--- config.mk ---
export PLATFORM = sky130hd
export DESIGN_NAME = mod_mem_access_unit
export DESIGN_NICKNAME = d
export VERILOG_FILES = /design/src/rtl/mod_mem_access_unit.sv
export SDC_FILE = /design/constraint.sdc
export NUM_CORES = 1
export LEC_CHECK = 0
export ABC_CLOCK_PERIOD_IN_PS = 2000
export BUFFER_PORTS_ARGS = -buffer_cell sky130_fd_sc_hd__buf_2
export CAP_MARGIN = 20
export CORE_MARGIN = 5
export CORE_UTILIZATION = 46
export CTS_CLUSTER_DIAMETER = 50
export CTS_CLUSTER_SIZE = 16
export DETAILED_ROUTE_END_ITERATION = 12
export PLACE_DENSITY_LB_ADDON = 0.08
export SLEW_MARGIN = 0
export SYNTH_ARGS = -nofsm -noshare
export SYNTH_HDL_FRONTEND = slang
export SYNTH_SLANG_ARGS = --single-unit
--- constraint.sdc ---
create_clock -name clk_i -period 2 [get_ports clk_i]
set_clock_uncertainty 0.05 [all_clocks]
set_input_delay 0.2 -clock clk_i [delete_from_list [all_inputs] [get_ports clk_i]]
set_output_delay 0.2 -clock clk_i [all_outputs]
set_load 0.01 [all_outputs]
--- src/rtl/mod_mem_access_unit.sv ---
// MEM-stage memory access sequencer: one Avalon-MM read or write per request, load extension, store lane shift.
// Optional feature: define MISALIGNED_TRAP_EN to complete misaligned half/word requests without a bus cycle.
`ifndef XLEN
`define XLEN 32
`endif
`ifndef BYTEENABLE_WIDTH
`define BYTEENABLE_WIDTH 4
`endif
`ifndef FUNCT3_WIDTH
`define FUNCT3_WIDTH 3
`endif

module mod_mem_access_unit #(
    parameter int unsigned MAX_WAIT = 255
) (
    input  logic                         clk_i,
    input  logic                         rst_i,
    input  logic                         req_valid_i,
    input  logic                         req_is_store_i,
    input  logic [`FUNCT3_WIDTH-1:0]     funct3_i,
    input  logic [`XLEN-1:0]             addr_aligned_i,
    input  logic [1:0]                   byte_offset_i,
    input  logic [`BYTEENABLE_WIDTH-1:0] byteenable_i,
    input  logic [`XLEN-1:0]             store_data_i,
    output logic                         stall_o,
    output logic                         done_o,
    output logic [`XLEN-1:0]             load_data_o,
    output logic                         bus_error_o,
    output logic                         misaligned_o,
    output logic [`XLEN-1:0]             avm_address_o,
    output logic                         avm_read_o,
    output logic                         avm_write_o,
    output logic [`XLEN-1:0]             avm_writedata_o,
    output logic [`BYTEENABLE_WIDTH-1:0] avm_byteenable_o,
    input  logic                         avm_waitrequest_i,
    input  logic [`XLEN-1:0]             avm_readdata_i,
    input  logic                         avm_readdatavalid_i
);
    localparam int XL  = `XLEN;
    localparam int BEW = `BYTEENABLE_WIDTH;
    localparam int F3W = `FUNCT3_WIDTH;
    localparam logic [7:0] WAIT_LAST = 8'(MAX_WAIT - 1);

    localparam logic [F3W-1:0] F3_B  = F3W'(0);
    localparam logic [F3W-1:0] F3_H  = F3W'(1);
    localparam logic [F3W-1:0] F3_W  = F3W'(2);
    localparam logic [F3W-1:0] F3_BU = F3W'(4);
    localparam logic [F3W-1:0] F3_HU = F3W'(5);

    typedef enum logic [1:0] {S_IDLE, S_CMD, S_RESP, S_DONE} state_e;

    state_e         state_q, state_d;
    logic [XL-1:0]  addr_q, addr_d;
    logic [XL-1:0]  wdata_q, wdata_d;
    logic [XL-1:0]  ldata_q, ldata_d;
    logic [BEW-1:0] be_q, be_d;
    logic [F3W-1:0] funct3_q, funct3_d;
    logic [1:0]     offset_q, offset_d;
    logic           store_q, store_d;
    logic           err_q, err_d;
    logic           mis_q, mis_d;
    logic [7:0]     wait_q, wait_d;

    // Every byte-lane shift of the store operand and of the read word, selected by offset below.
    logic [XL-1:0] st_lane [4];
    logic [XL-1:0] rd_lane [4];
    genvar gi;
    generate
        for (gi = 0; gi < 4; gi++) begin : g_lane
            assign st_lane[gi] = store_data_i << (8 * gi);
            assign rd_lane[gi] = avm_readdata_i >> (8 * gi);
        end
    endgenerate

    logic [XL-1:0] store_shifted;
    assign store_shifted = ((funct3_i == F3_B) || (funct3_i == F3_H)) ? st_lane[byte_offset_i]
                                                                      : store_data_i;

    logic req_misaligned;
`ifdef MISALIGNED_TRAP_EN
    assign req_misaligned = ((funct3_i == F3_H || (!req_is_store_i && funct3_i == F3_HU))
                             && byte_offset_i == 2'd3)
                          || (funct3_i == F3_W && byte_offset_i != 2'd0);
`else
    assign req_misaligned = 1'b0;
`endif

    logic [XL-1:0] rd_word;
    logic [XL-1:0] load_ext;
    assign rd_word = rd_lane[offset_q];

    always_comb begin
        load_ext = '0;
        case (funct3_q)
            F3_B:    load_ext = {{(XL-8){rd_word[7]}}, rd_word[7:0]};
            F3_BU:   load_ext = {{(XL-8){1'b0}}, rd_word[7:0]};
            F3_H:    load_ext = {{(XL-16){rd_word[15]}}, rd_word[15:0]};
            F3_HU:   load_ext = {{(XL-16){1'b0}}, rd_word[15:0]};
            F3_W:    load_ext = rd_word;
            default: load_ext = '0;
        endcase
    end

    always_ff @(posedge clk_i) begin
        if (rst_i) begin
            state_q  <= S_IDLE;
            addr_q   <= '0;
            wdata_q  <= '0;
            ldata_q  <= '0;
            be_q     <= '0;
            funct3_q <= '0;
            offset_q <= '0;
            store_q  <= 1'b0;
            err_q    <= 1'b0;
            mis_q    <= 1'b0;
            wait_q   <= '0;
        end else begin
            state_q  <= state_d;
            addr_q   <= addr_d;
            wdata_q  <= wdata_d;
            ldata_q  <= ldata_d;
            be_q     <= be_d;
            funct3_q <= funct3_d;
            offset_q <= offset_d;
            store_q  <= store_d;
            err_q    <= err_d;
            mis_q    <= mis_d;
            wait_q   <= wait_d;
        end
    end

    always_comb begin
        state_d  = state_q;
        addr_d   = addr_q;
        wdata_d  = wdata_q;
        ldata_d  = ldata_q;
        be_d     = be_q;
        funct3_d = funct3_q;
        offset_d = offset_q;
        store_d  = store_q;
        err_d    = err_q;
        mis_d    = mis_q;
        wait_d   = wait_q;
        case (state_q)
            S_IDLE: begin
                if (req_valid_i) begin
                    addr_d   = addr_aligned_i;
                    wdata_d  = store_shifted;
                    be_d     = byteenable_i;
                    funct3_d = funct3_i;
                    offset_d = byte_offset_i;
                    store_d  = req_is_store_i;
                    ldata_d  = '0;
                    err_d    = 1'b0;
                    mis_d    = req_misaligned;
                    wait_d   = '0;
                    state_d  = req_misaligned ? S_DONE : S_CMD;
                end
            end
            S_CMD: begin
                if (!avm_waitrequest_i) begin
                    wait_d  = '0;
                    state_d = store_q ? S_DONE : S_RESP;
                end else if (wait_q == WAIT_LAST) begin
                    err_d   = 1'b1;
                    state_d = S_DONE;
                end else begin
                    wait_d = wait_q + 8'd1;
                end
            end
            S_RESP: begin
                // A response on the last permitted cycle still wins over the timeout.
                if (avm_readdatavalid_i) begin
                    ldata_d = load_ext;
                    state_d = S_DONE;
                end else if (wait_q == WAIT_LAST) begin
                    err_d   = 1'b1;
                    state_d = S_DONE;
                end else begin
                    wait_d = wait_q + 8'd1;
                end
            end
            default: state_d = S_IDLE;
        endcase
    end

    logic in_cmd;
    assign in_cmd           = (state_q == S_CMD);
    assign done_o           = (state_q == S_DONE);
    assign stall_o          = (state_q == S_IDLE && req_valid_i) || in_cmd || (state_q == S_RESP);
    assign load_data_o      = done_o ? ldata_q : '0;
    assign bus_error_o      = done_o & err_q;
    assign misaligned_o     = done_o & mis_q;
    assign avm_read_o       = in_cmd & ~store_q;
    assign avm_write_o      = in_cmd & store_q;
    assign avm_address_o    = in_cmd ? addr_q : '0;
    assign avm_writedata_o  = in_cmd ? wdata_q : '0;
    assign avm_byteenable_o = in_cmd ? be_q : '0;
endmodule

======== After elaboration in Yosys (flattened, before gate mapping) ========
Index checks and enable logic that the tools add are counted.
storage, ports and cells
  flip-flop bits (word level) ............. 117
  input port bits ......................... 111
  output and inout bits ................... 106
  word-level logic and storage cells ...... 76
cells by class
  add/sub/neg operators ................... 1
  order comparisons ....................... 2
  eq/ne operators ......................... 13
  mux-type cells .......................... 31
  bitwise gates (word level) .............. 6
  reduce and logical (&&, ||, !) cells .... 13
operators with widths
  kind                                                                    number
  32-bit 2-to-1 mux                                                       10
  32-bit one-hot mux with 5 select lines                                  1
  32-bit binary-select mux with 2-bit select                              2
  32-bit one-hot mux with 2 select lines                                  1
  8-bit 2-to-1 mux                                                        4
  8-bit one-hot mux with 3 select lines                                   1
  8-bit by 1-bit adder with 8-bit output (second input constant)          1
  8-bit equality test (second input constant)                             1
  2-bit 2-to-1 mux                                                        4
  2-bit inequality test (second input constant)                           4
  3-bit by 1-bit equality test with 1-bit output (second input constant)  2
  3-bit equality test (second input constant)                             2
  3-bit >= comparator (second input constant)                             2
  3-bit zero test                                                         2
  2-bit NOT with 3-bit output                                             2
  2-bit one-hot mux with 3 select lines                                   1
  3-bit AND reduction                                                     2
  1-bit 2-to-1 mux                                                        5
  2-bit equality test (second input constant)                             2
  4-bit 2-to-1 mux                                                        1
  4-bit AND reduction                                                     1
  1-bit AND                                                               3
  3-bit by 2-bit equality test with 1-bit output (second input constant)  1
  1-bit logical OR                                                        3
  8 further kinds                                                         8

======== Longest topological paths before layout ========
  depth in word-level cells ............... 7
  mapped depth ............................ 8

======== Worst setup path before layout ========
Ideal clock, no wire load.
  path type ............................... reg-to-reg
  from .................................... register state_q[1]
  to ...................................... register ldata_q[16]
  setup time .............................. 0.122 ns
  arrival time ............................ 1.905 ns
  slack ................................... -0.077 ns
  stages on the path, launching flop included .. 9
  buffers on the path ..................... 2
  path through ............................ dfxtp_1 inv_1 ha_1 and2b_4 a21o_1 and2_0 clkbuf_1 buf_2 a221o_1
on the way
  cells in the longest elaborated chain, start to end .. 3
RTL lines
  element                                                                              line  text
  from (decl)                                                                          52    state_e state_q, state_d;
  from (signal assigned)                                                               118   state_q <= state_d;
  2-bit equality test / 2-bit zero test (equally long branches)                        144   case (state_q)
  2-bit inequality test (no source line) / 2-bit nonzero test (equally long branches)  n/a
  3-bit AND reduction (no source line)                                                 n/a
  to (signal assigned)                                                                 121   ldata_q <= ldata_d;
  to (decl)                                                                            55    logic [XL-1:0] ldata_q, ldata_d;
Parallel ways exist; a longest one is shown, timed or not.
A chain may end at the register's enable or synchronous reset.

======== Final worst setup path ========
  from .................................... register state_q[0]
  to ...................................... output port stall_o
on the way
  cells in the longest elaborated chain, start to end .. 4
RTL lines
  element             line  text
  2-bit zero test     190   assign stall_o = (state_q == S_IDLE && req_valid_i) || in_cmd || (state_q == S_RESP);
  1-bit logical AND   190
  1-bit logical OR    190
  1-bit logical OR *  190
  to (decl)           25    output logic stall_o,
Every way passes the cells marked *; elsewhere a longest branch is shown, timed or not.

==> results_dict.tcl <==
set metrics [dict create \
    dieArea_um2 16160 \
    setup_ws_ps 2.539 \
    cts_max_level 4 \
    setup_viol 0 \
    rsz0062_at_grt "true" \
    pwr-share-clk_pct 34.4 \
    grt_pass1_vias 6425 \
    drt-initial-drc-count 609 \
    intPower_mw 5.812 \
    maxCapViolations 0 \
    max_freq_mhz 500.6 \
    min_delay_worst_endpoint "funct3_q[1]" \
    core_area_um2 13350 \
    crit_path_start "state_q[0]" \
    path_class "reg2out" \
    min_path_cells 3 \
    crit_arrival_ps 1750 \
    vias 6680 \
    reg2reg_depth 8 \
    hold_slack_ps 18.98 \
    powerDensity_nw_per_um2 1025 \
    wl_per_cell_um 17.06 \
    row_count 42 \
    swShare_pct 34.85 \
    synthArstFlopShare_pct 0 \
    start_util_pct 47.27 \
    hold_path.class "in2reg" \
    cts_buffer_depth 2 \
    worst_r2r_endpoint "ldata_q[19]" \
    route.final.wire_length_um 20390 \
    synthTopCellsByArea "dfxtp_1 (37%), and2_1 (10%), nand2_1 (7.7%)" \
    grt_max_degree 75 \
    p_leak_nw 3.946 \
    dr.pass1.iters 5 \
    post-synth-top-count-cell "nand2_1" \
    maxSlewViolCount 0 \
    synthCells 764 \
    r2r_setup_slack_ps 40 \
    antenna_found_initial 2 \
    grt_use_total_pct 24.42 \
    numCtsBuffers 17 \
    end_kind "output port" \
    via_per_inst 5.590 \
    gr-total-overflow 0 \
    path_max_fanout 7 \
    vdd_drop_max_mv 0.6212 \
    p_switching_mw 3.109 \
    ys_ff_latch 117 \
    place_congestion 0.8793 \
    path_clk_slew_ps 60 \
    netlist_area_um2 6310 \
    clkLatencyLatePin_ps 420 \
    worstSetupStartpointType "flop" \
    fin_crit_ps 1997 \
    synth_edf_count 0 \
    dieWidth_um 127.1 \
    antenna_left 0 \
    die_h_um 127.1 \
    nNetsFinal 1123 \
    period_share_pct 99.87 \
    yosysUniqueCellTypes 55 \
    worst_slew_margin_rel_pct 57.47 \
    layout-drive-gt1-share_pct 31.24 \
    grt_first_pass_wirelength_um 32110 \
    hold_violations 0 \
    syn_avg_cell_area_um2 8.259 \
    syn_to_final_growth_pct 37.89 \
    min_from "funct3_i[1]" \
    synth_nets 882 \
    dpl.hpwl_um 14160 \
    worst_slew_pin_slew_ps 633.6 \
    worstPathRequired_ps 1750 \
    clock-root-buffer "clkbuf_16" \
    synth_top_area_cell "dfxtp_1" \
    preCtsSetupSlack_ps -1.624 \
    status "finished clean" \
    yosysWarnings 0 \
    comb_power_share_pct 33.0 \
    cts_tree "yes" \
    pin_count 217 \
    io_buffers 215 \
    cts_sinks 117 \
    drcViolationCount 0 \
    sequentialPowerShare_pct 32.6 \
    synth_flop_cell "dfxtp_1" \
    synth_commonest_cells "nand2_1 (129), dfxtp_1 (117), and2_1 (103), a21oi_1 (80), clkbuf_1 (55)" \
    yosysTopAreaCellShare_pct 37.12 \
    regToRegStartpoint "state_q[0]" \
    ys_seq_area_share_pct 37.12 \
    fillCellCount 1162 \
]
-- final cells by class --
class	instances	area, µm²	area share [%]
tap	176	220.2	2.531
clock buffer	17	425.4	4.889
inverter	17	63.81	0.7334
multi-input combinational	564	3685	42.35
clock inverter	15	167.7	1.927
antenna	1	2.502	0.02876
timing repair buffer	288	1789	20.56
sequential	117	2347	26.98
-- metal layers --
metal,vias up,track usage (%),part of all wire (%)
met2,298,42.15,50
met3,38,7.137,8.4
met5,-,0,0.034
li1,3210,-,-
met1,3132,29.02,40
met4,2,8.454,2.0
-- repair_timing --
item	CTS	global route
gates resized for setup	11	8
pin swaps	0	1
hold buffers	39	0
endpoints found under the setup margin	67	72
setup buffers	2	4
endpoints found under the hold margin	39	0
-- flip-flops by register name (all words and copies together), names as in the netlist --
signal	cells
wdata_q	32
offset_q	2
be_q	4
ldata_q	32
addr_q	32
wait_q	8
store_q	1
err_q	1
funct3_q	3
state_q	2
-- cell families after synthesis --
group                      Yosys count  share of synthesized area (%)
DFF                                117                          37.12
buffers and inverters               83                          5.354
and+or+nand+nor                    297                          24.13
adders and majority gates            7                          1.388
other                                1                        0.05943
muxes                               35                          7.297
AOI/OAI and AO/OA                  224                          24.65
-- per-stage QoR --
step	area (µm²)	utilization, %	TNS, ps	std cells	power, mW
floorplan	6319	-	0	764	4.688
global placement	7592	56.88	0	1117	5.511
detailed placement	7592	56.88	-2.951	1117	5.592
CTS	8627	64.63	-22.36	1190	8.825
global route	8701	65.19	-220.5	1195	9.405
finish	8701	65.19	0	1195	8.922
-- cell usage in the layout, fill, tap and decap left out, types with 12 or more instances in the layout --
cell type / n
a22oi_1: 15
inv_1: 14
o211a_1: 16
buf_4: 27
mux2i_1: 19
nor2_1: 17
dlygate4sd3_1: 39
nor2b_1: 14
o21ai_0: 23
a21oi_1: 80
clkbuf_16: 17
a31oi_1: 12
buf_2: 214
nand2_1: 127
dfxtp_1: 115
a221o_1: 17
and2_1: 102
-- how the worst max path moves through the flow --
stage | endpoint | slack, ps | depth (start not counted)
after floorplan | ldata_q[16] | 4 | 8
after global placement | ldata_q[27] | 70 | 7
after detailed placement | ldata_q[30] | -2 | 7
after CTS | stall_o | -20 | 6
after global routing | stall_o | -40 | 6
final | stall_o | 3 | 6
-- worst max-delay path, cell delays in order (launching register included) --
cell,delay (ps)
dfxtp_2,350
inv_2,70
ha_4,160
buf_6,130
and2_4,150
or3_4,340
buf_6,130
-- power groups by stage --
stage / logic [mW] / clock network [mW] / registers [mW]
floorplan: 1.82 / 0 / 2.87
global placement: 2.58 / 0 / 2.93
detailed placement: 2.64 / 0 / 2.95
CTS: 2.82 / 3.10 / 2.90
global route: 3.24 / 3.22 / 2.95
finish: 2.95 / 3.07 / 2.91
Note: power is estimated with default switching activity, not from simulation.
